===== config.mk =====
export PLATFORM = sky130hd
export DESIGN_NAME = signed_sort4_ctrl_flat
export DESIGN_NICKNAME = d
export VERILOG_FILES = /design/src/rtl/signed_sort4_ctrl_if.sv /design/src/rtl/signed_sort4_ctrl.sv /design/src/flat_wrapper.sv
export SDC_FILE = /design/constraint.sdc
export NUM_CORES = 1
export LEC_CHECK = 0
export ABC_AREA = 1
export CORE_UTILIZATION = 45
export CTS_BUF_LIST = sky130_fd_sc_hd__clkbuf_2 sky130_fd_sc_hd__clkbuf_4 sky130_fd_sc_hd__clkbuf_8
export DETAILED_ROUTE_END_ITERATION = 10
export PLACE_DENSITY = 0.76
export SYNTH_ARGS = -nofsm -noshare
export SYNTH_HDL_FRONTEND = slang
export SYNTH_SLANG_ARGS = --single-unit

===== constraint.sdc =====
create_clock -name clk -period 7.4 [get_ports clk]
set_input_delay 1.48 -clock clk [delete_from_list [all_inputs] [get_ports clk]]
set_output_delay 1.48 -clock clk [all_outputs]
set_load 0.01 [all_outputs]

===== src/rtl/signed_sort4_ctrl_if.sv =====
// Handshake and data bundle between the sort sequencer and its controller.
// Pure wiring, zero latency; start is only honoured while ready is high.
// master drives start/in_data, slave returns status and the sorted result.
interface signed_sort4_ctrl_if #(
    parameter int W = 4
);
    logic           start;
    logic [4*W-1:0] in_data;
    logic           ready;
    logic           busy;
    logic           done;
    logic [4*W-1:0] out_data;
    logic [2:0]     swap_count;

    modport master (
        output start, in_data,
        input  ready, busy, done, out_data, swap_count
    );

    modport slave (
        input  start, in_data,
        output ready, busy, done, out_data, swap_count
    );
endinterface


===== src/rtl/signed_sort4_ctrl.sv =====
// Ascending signed sort of four words via one shared N^V compare unit (optional SORT_EARLY_EXIT_EN).
// Latency: 6 compare steps after the accepting edge (3/5/6 with SORT_EARLY_EXIT_EN), done pulse 1 cycle.
// Backpressure: start is accepted only in IDLE (ready=1); requests while busy/done are dropped.
module signed_sort4_ctrl #(
    parameter int W = 4
) (
    input  logic                clk,
    input  logic                rst_n,
    signed_sort4_ctrl_if.slave  sif
);
    typedef enum logic [1:0] {
        IDLE = 2'd0,
        SORT = 2'd1,
        DONE = 2'd2
    } state_t;

    state_t         state;
    state_t         state_nxt;
    logic [2:0]     step;
    logic [W-1:0]   r     [4];
    logic [W-1:0]   r_nxt [4];
    logic [2:0]     swap_cnt;
    logic [1:0]     j;
    logic [W-1:0]   opa;
    logic [W-1:0]   opb;
    logic [W-1:0]   nb;
    logic           cy;
    logic           c_msb_in;
    logic           c_msb_out;
    logic           lt;
    logic           last_step;
`ifdef SORT_EARLY_EXIT_EN
    logic           pass_swap;
    logic           pass_end;
`endif

    // Bubble schedule: pass 1 = pairs 0,1,2; pass 2 = pairs 0,1; pass 3 = pair 0.
    always_comb begin
        case (step)
            3'd0, 3'd3, 3'd5: j = 2'd0;
            3'd1, 3'd4:       j = 2'd1;
            default:          j = 2'd2;
        endcase
        opa = r[j + 2'd1];
        opb = r[j];
    end

    // a + ~b + 1; only the sign bit and the two top carries are needed for N xor V.
    always_comb begin
        nb = ~opb;
        cy = 1'b1;
        for (int i = 0; i < W - 1; i++) begin
            cy = (opa[i] & nb[i]) | (opa[i] & cy) | (nb[i] & cy);
        end
        c_msb_in  = cy;
        c_msb_out = (opa[W-1] & nb[W-1]) | (opa[W-1] & c_msb_in) | (nb[W-1] & c_msb_in);
        lt        = (opa[W-1] ^ nb[W-1] ^ c_msb_in) ^ (c_msb_out ^ c_msb_in);
    end

    always_comb begin
        for (int i = 0; i < 4; i++) begin
            r_nxt[i] = r[i];
        end
        if (lt) begin
            r_nxt[j]        = opa;
            r_nxt[j + 2'd1] = opb;
        end
    end

    assign last_step = (step == 3'd5);
`ifdef SORT_EARLY_EXIT_EN
    assign pass_end  = (step == 3'd2) || (step == 3'd4);
`endif

    always_ff @(posedge clk or negedge rst_n) begin
        if (!rst_n) begin
            state <= IDLE;
        end else begin
            state <= state_nxt;
        end
    end

    always_comb begin
        state_nxt = state;
        sif.ready = 1'b0;
        sif.busy  = 1'b0;
        sif.done  = 1'b0;
        case (state)
            IDLE: begin
                sif.ready = 1'b1;
                if (sif.start) begin
                    state_nxt = SORT;
                end
            end
            SORT: begin
                sif.busy = 1'b1;
                if (last_step) begin
                    state_nxt = DONE;
                end
`ifdef SORT_EARLY_EXIT_EN
                else if (pass_end && !(pass_swap || lt)) begin
                    state_nxt = DONE;
                end
`endif
            end
            DONE: begin
                sif.done  = 1'b1;
                state_nxt = IDLE;
            end
            default: begin
                state_nxt = IDLE;
            end
        endcase
    end

    always_ff @(posedge clk or negedge rst_n) begin
        if (!rst_n) begin
            step           <= 3'd0;
            swap_cnt       <= 3'd0;
            sif.out_data   <= '0;
            sif.swap_count <= 3'd0;
            for (int i = 0; i < 4; i++) begin
                r[i] <= '0;
            end
`ifdef SORT_EARLY_EXIT_EN
            pass_swap      <= 1'b0;
`endif
        end else begin
            if (state == IDLE && sif.start) begin
                step     <= 3'd0;
                swap_cnt <= 3'd0;
                for (int i = 0; i < 4; i++) begin
                    r[i] <= sif.in_data[i*W +: W];
                end
`ifdef SORT_EARLY_EXIT_EN
                pass_swap <= 1'b0;
`endif
            end else if (state == SORT) begin
                step     <= step + 3'd1;
                swap_cnt <= swap_cnt + {2'b00, lt};
                for (int i = 0; i < 4; i++) begin
                    r[i] <= r_nxt[i];
                end
`ifdef SORT_EARLY_EXIT_EN
                pass_swap <= pass_end ? 1'b0 : (pass_swap | lt);
`endif
                // Latch results on DONE entry, including the swap made this very step.
                if (state_nxt == DONE) begin
                    sif.swap_count <= swap_cnt + {2'b00, lt};
                    for (int i = 0; i < 4; i++) begin
                        sif.out_data[i*W +: W] <= r_nxt[i];
                    end
                end
            end
        end
    end
endmodule


===== src/flat_wrapper.sv =====
// flat-port wrapper written by rule: the top's interface ports become plain ports
module signed_sort4_ctrl_flat 
#(
    parameter int W = 4
)
  (clk, rst_n, sif_start, sif_in_data, sif_ready, sif_busy, sif_done, sif_out_data, sif_swap_count);
  signed_sort4_ctrl_if #(.W(W)) sif_i ();
  input  logic clk;
  input  logic rst_n;
  input wire logic [$bits(sif_i.start)-1:0] sif_start;
  input wire logic [$bits(sif_i.in_data)-1:0] sif_in_data;
  output wire logic [$bits(sif_i.ready)-1:0] sif_ready;
  output wire logic [$bits(sif_i.busy)-1:0] sif_busy;
  output wire logic [$bits(sif_i.done)-1:0] sif_done;
  output wire logic [$bits(sif_i.out_data)-1:0] sif_out_data;
  output wire logic [$bits(sif_i.swap_count)-1:0] sif_swap_count;
  assign sif_i.start = sif_start;
  assign sif_i.in_data = sif_in_data;
  assign sif_ready = sif_i.ready;
  assign sif_busy = sif_i.busy;
  assign sif_done = sif_i.done;
  assign sif_out_data = sif_i.out_data;
  assign sif_swap_count = sif_i.swap_count;
  signed_sort4_ctrl #(.W(W)) u_core (.clk(clk), .rst_n(rst_n), .sif(sif_i));
endmodule

After elaboration in Yosys (flattened, before gate mapping)

Cells that the tools add are included.

Eq/ne operators: 7
Bitwise operators: 26
Reduce and logical (&&, ||, !) cells: 9
Magnitude comparators: 4
Add/sub/neg operators: 3
Muxes and demuxes: 26

Operators by type and width:

| operator                                                   | number |
|---|---|
| two-way mux 16 bit                                         | 3 |
| bitwise mux 16 bit                                         | 2 |
| two-way mux 4 bit                                          | 6 |
| binary-select mux 4 bit (select 2 bit)                     | 2 |
| demux 4 bit (select 2 bit)                                 | 2 |
| two-way mux 3 bit                                          | 4 |
| AND 1 bit                                                  | 10 |
| OR 1 bit                                                   | 8 |
| one-hot mux 2 bit (2 select lines)                         | 2 |
| equality test 3 bit, second input constant                 | 2 |
| greater-or-equal comparator 3 bit, second input constant   | 2 |
| less-than comparator 3 x 1 -> 1 bit, second input constant | 2 |
| inverter 2 -> 3 bit                                        | 2 |
| equality test 2 bit, second input constant                 | 2 |
| two-way mux 2 bit                                          | 2 |
| inverter 4 bit                                             | 1 |
| bitwise XOR 1 bit                                          | 4 |
| adder 3 x 1 -> 3 bit                                       | 1 |
| adder 3 x 1 -> 3 bit, second input constant                | 1 |
| equality test 3 x 1 -> 1 bit, second input constant        | 1 |
| equality test 3 x 2 -> 1 bit, second input constant        | 1 |
| logical AND 1 bit                                          | 3 |
| logical NOT 3 bit                                          | 1 |
| two-way mux 1 bit                                          | 3 |
| 8 further kinds                                            | 8 |

Bits of input ports: 19
Logic and storage cells: 84
Register bits after elaboration: 43

Longest topological paths before layout

Depth in word-level cells: 25
Gate-level depth with buffers: 22
Gate-level depth less buffers: 20

Least setup slack after synthesis

OpenSTA, ideal clock, no wires.

Kind: flip-flop to flip-flop
Start: reg u_core.step[0]
End: reg u_core.swap_cnt[2]
Buffers on the path: 1
Setup slack: 4,268 ps
Cell stages (with the launch flop): 20
Library setup time: 121 ps
Arrival: 3,011 ps
Cells stage by stage: dfrtp_1 -> ha_1 -> ha_1 -> inv_1 -> nand2_2 -> nor2_4 -> nand3_1 -> nand2_1 -> inv_1 -> nand2_1 -> nand2_1 -> inv_1 -> a21oi_2 -> fa_1 -> inv_1 -> buf_1 -> ha_1 -> ha_1 -> xor2_1 -> a22o_1

Word-level cells in the longest chain between the ends: 25

Ends and longest elaborated chain:

| item                                                                                                       | line                                             | source |
|---|---|---|
| from (decl)                                                                                                | signed_sort4_ctrl.sv:19                          | `logic [2:0] step;` |
| from (signal assigned)                                                                                     | signed_sort4_ctrl.sv:139                         | `step <= step + 3'd1;` |
| equality test 3 x 2 -> 1 bit (tied with other cells)                                                       | signed_sort4_ctrl.sv:39                          | `case (step)` |
| OR reduction 3 bit / OR reduction 2 bit (equally long branches)                                            | signed_sort4_ctrl.sv:39                          |  |
| one-hot mux 2 bit (2 select lines) *                                                                       | signed_sort4_ctrl.sv:39                          |  |
| adder 2 x 1 -> 2 bit / inverter 2 -> 3 bit (equally long branches)                                         | signed_sort4_ctrl.sv:44, signed_sort4_ctrl.sv:45 |  |
| inverter 2 -> 3 bit (implied by the code) / binary-select mux 4 bit (select 2 bit) (equally long branches) | signed_sort4_ctrl.sv:44, signed_sort4_ctrl.sv:45 |  |
| binary-select mux 4 bit (select 2 bit) / two-way mux 4 bit (equally long branches)                         | signed_sort4_ctrl.sv:44, signed_sort4_ctrl.sv:45 |  |
| two-way mux 4 bit, on equally long branches                                                                | signed_sort4_ctrl.sv:44, signed_sort4_ctrl.sv:45 |  |
| two-way mux 4 bit (implied by the code) / inverter 4 bit (equally long branches)                           | signed_sort4_ctrl.sv:44, signed_sort4_ctrl.sv:50 |  |
| [7 not listed]                                                                                             | n/a                                              |  |
| OR 1 bit (2 in a row)                                                                                      | signed_sort4_ctrl.sv:53                          | `cy = (opa[i] & nb[i]) \| (opa[i] & cy) \| (nb[i] & cy);` |
| AND 1 bit                                                                                                  | signed_sort4_ctrl.sv:56                          | `c_msb_out = (opa[W-1] & nb[W-1]) \| (opa[W-1] & c_msb_in) \| (nb[W-1] & c_msb_in);` |
| OR 1 bit (2 in a row)                                                                                      | signed_sort4_ctrl.sv:56                          |  |
| bitwise XOR 1 bit                                                                                          | signed_sort4_ctrl.sv:57                          | `lt = (opa[W-1] ^ nb[W-1] ^ c_msb_in) ^ (c_msb_out ^ c_msb_in);` |
| bitwise XOR 1 bit *                                                                                        | signed_sort4_ctrl.sv:57                          |  |
| adder 3 x 1 -> 3 bit *                                                                                     | signed_sort4_ctrl.sv:140                         | `swap_cnt <= swap_cnt + {2'b00, lt};` |
| two-way mux 3 bit *                                                                                        | signed_sort4_ctrl.sv:138                         | `end else if (state == SORT) begin` |
| two-way mux 3 bit *                                                                                        | signed_sort4_ctrl.sv:129                         | `if (state == IDLE && sif.start) begin` |
| to (signal assigned)                                                                                       | signed_sort4_ctrl.sv:140                         |  |
| to (decl)                                                                                                  | signed_sort4_ctrl.sv:22                          | `logic [2:0] swap_cnt;` |

Mark *: on every way between the ends. The rest lies on a longest branch, timed or not. The select of a mux whose other input is x is not followed.
A chain may end at the register's enable or synchronous reset.

Worst setup path after layout

Start: reg u_core.state[1]
End: out sif_busy

Word-level cells in the longest chain between the ends: 2

Ends and longest elaborated chain:

| item                         | line                    | source |
|---|---|---|
| from (decl)                  | signed_sort4_ctrl.sv:17 | `state_t state;` |
| from (signal assigned)       | signed_sort4_ctrl.sv:79 | `state <= state_nxt;` |
| equality test 2 x 1 -> 1 bit | signed_sort4_ctrl.sv:88 | `case (state)` |
| two-way mux 1 bit            | signed_sort4_ctrl.sv:88 |  |
| to (decl)                    | flat_wrapper.sv:13      | `output wire logic [$bits(sif_i.busy)-1:0] sif_busy;` |

No other way between the ends.

==> reports/results.md <==
* Max Cap Viol: 0
* Buffers on Ports: 40
* area growth from synthesis to layout: 21.9%
* result of the run: complete, no violations
* worst-case headroom to the max-slew limit: 0.360
* full die area: 5880 um^2
* share of the yosys chip area belonging to registers: 0.429
* synthesized instance count: 331
* average wire per cell in the routed design: 13.5 um
* number of design rule violations left after detail routing: 0
* Post-synth EDFFs: 0
* synthesized area divided by synthesized cell count: 7.58 um^2
* total of cells resized after clock tree synthesis: 0
* DR vias: 2269
* cell with the biggest individual delay on the critical path: sky130_fd_sc_hd__clkdlybuf4s50_1
* number of buffer and inverter instances along the worst setup path: 3
* Placed Area: 2940 um^2
* Multi-input gate area: 1260 um^2
* async set-or-reset flop fraction in the synthesized netlist: 1.00
* unrepaired setup endpoints after global routing: no
* most congested layer reported by global routing: met2
* DRT Wirelength: 5.95 mm
* Ports: 41
* Syn Std Cell Area: 2510 um^2
* type of destination of the critical path: output port
* DP HPWL: 4.26 mm
* final worst hold slack: 0.479 ns
* type of the setup path with the least slack: reg -> out
* max-slew violation count: 0
* wire length of the first global-routing pass: 10.3 mm
* dominant cell type by count on the critical path: sky130_fd_sc_hd__inv_1
* count of final hold-check violations: 0
* clock network latency to the later pin of the worst-skew pair: 0.30 ns
* required time at the endpoint of the critical path: 5.92 ns
* commonest register cell after synthesis: sky130_fd_sc_hd__dfrtp_1
* slew at the pin with the worst max-slew slack: 0.959 ns
* pin count of the biggest net entering global routing: 44
* area used by sequential logic in the layout: 1080 um^2
* Warnings, synthesis: 0
* ordered list of cells on the worst path: inv_1, nand2_1, inv_1, clkdlybuf4s50_1
* DRT iter0 DRCs: 164
* routing usage on met2: 0.350
* count of buffers added by post-CTS timing repair for setup: 0
* Max Clk Rate: 275 MHz
* Yosys reg bits: 43
* commonest non-fill, non-tap cell in the layout: sky130_fd_sc_hd__nand2_1
* via count of the first global-routing pass: 2145
* critical path peak fanout: 13
* Final Cycle Share: 0.492
* final cell count without fillers: 440
* grt met3 use: 0.0500
* number of nets in the synthesized netlist: 357
* clock-pin slew of the registers on the worst-case setup and hold paths: 0.08 ns
* final non-filler cell area: 3060 um^2
* final weighted congestion in routability-driven placement: 0.988
* number of clock sinks: 43
* cell type group with the largest total delay on the critical path: buffers and inverters
* H-tree lvl count: 2
* post-synthesis cell type count: 32
* hold buffer count at CTS: 0
* number of vias per cell after detailed routing: 5.16
* setup TNS after final layout: 0 ns
* sum of overflow across all layers after global routing: 0
* Filler Cells Inserted: 494
* antenna diode count: 0
* WP data arrival: 2.16 ns
* total global routing track utilization: 0.221
* number of nets in the final layout: 395
* fraction of final layout cells with drive strength greater than 1: 0.103
* routing usage on met1: 0.303
* number of placement rows: 26
* starting density of the core: 0.479
* # placed instances: 432
* most used cells in the layout excluding fill and tap cells: sky130_fd_sc_hd__nand2_1, sky130_fd_sc_hd__dfrtp_1, sky130_fd_sc_hd__clkdlybuf4s50_1
* number of antenna violations at the first check in global routing: 0
* detailed-router iteration count before antenna repair: 5
* die width: 76.7 um
* CTS Buf Count: 5
* Hold WC Path Type: reg -> reg
* maximum number of buffers from clock root to sink: 2
* clock period minus final worst setup slack: 3.64 ns
* crit start category: flip-flop
* CORE AREA: 5240 um^2
* critical path's largest stage delay: 0.63 ns
* clock skew after layout: 0.00761 ns
* height of the die: 76.7 um
* clock root buffer: sky130_fd_sc_hd__clkbuf_8
* CTS tree: yes
* antenna-violating nets left: 0
* Final setup violation count: 0
==> per-layer routing <==
layer	vias to the layer above	share of wire
li1	1128	-
met3	13	0.049
met2	75	0.47
met4	0	0.017
met1	1053	0.47
met5	-	0
==> registers in the layout, indices dropped and copies added (netlist names) <==
| name | count |
|---|---|
| u_core.sif.out_data | 16 |
| u_core.sif.swap_count | 3 |
| u_core.swap_cnt | 3 |
| u_core.r | 16 |
| u_core.step | 3 |
| u_core.state | 2 |
==> through the flow <==
stage	util	setup WS, ns
floorplan	-	4.27
finish	0.584	3.76
global placement	0.562	4.01
detailed placement	0.562	3.96
global route	0.584	3.62
CTS	0.584	3.76
==> cell families after synthesis <==
family	Yosys count	synth area share
compound gates	51	0.123
xor+xnor	1	0.00349
fa+ha+maj	7	0.0379
buf+inv	40	0.0678
flops	43	0.429
simple gates	189	0.339
==> path summary, 6_finish.rpt <==
| kind | start | to | slack (ns) | cells after the start |
|---|---|---|---|---|
| max in group asynchronous | rst_n | u_core.sif.out_data[7] | 5.48 | 1 |
| setup / recovery | u_core.state[1] | sif_busy | 3.76 | 4 |
| hold / removal | u_core.sif.swap_count[2] | u_core.sif.swap_count[2] | 0.48 | 2 |
| min in group asynchronous | rst_n | u_core.sif.out_data[9] | 1.32 | 1 |
| setup reg to reg | u_core.step[0] | u_core.swap_cnt[2] | 3.99 | 19 |
| hold reg to reg | u_core.sif.swap_count[2] | u_core.sif.swap_count[2] | 0.48 | 2 |
==> layout make-up <==
type                    count  share of cell area
clock inverters             2              0.0115
inverters                  30              0.0368
clock buffers               6              0.0270
multi-input cells         248               0.413
flip-flops and latches     43               0.352
repair buffers             41               0.132
well taps                  70              0.0286
==> Yosys cell counts, drive strengths merged (3+ instances only) <==
library cell	instances	share of area
a31oi	3	0.0075
o21ai	35	0.076
o21bai	4	0.013
dfrtp	43	0.43
buf	7	0.018
inv	30	0.045
ha	6	0.030
nand2	141	0.24
nor2	20	0.044
o211ai	3	0.0090
nand3	25	0.052
clkbuf	3	0.0045
a21oi	3	0.0075
==> tightest hold or removal path: cells and delay by family, from the launching register on <==
| kind | cells | cell delay, ns |
|---|---|---|
| AND/OR/NAND/NOR | 2 | 0.10 |
| flip-flops | 1 | 0.35 |
Power is left out: the tool's default activity adds up to more than one toggle a clock period on the data nets, which glitch-free logic cannot reach.
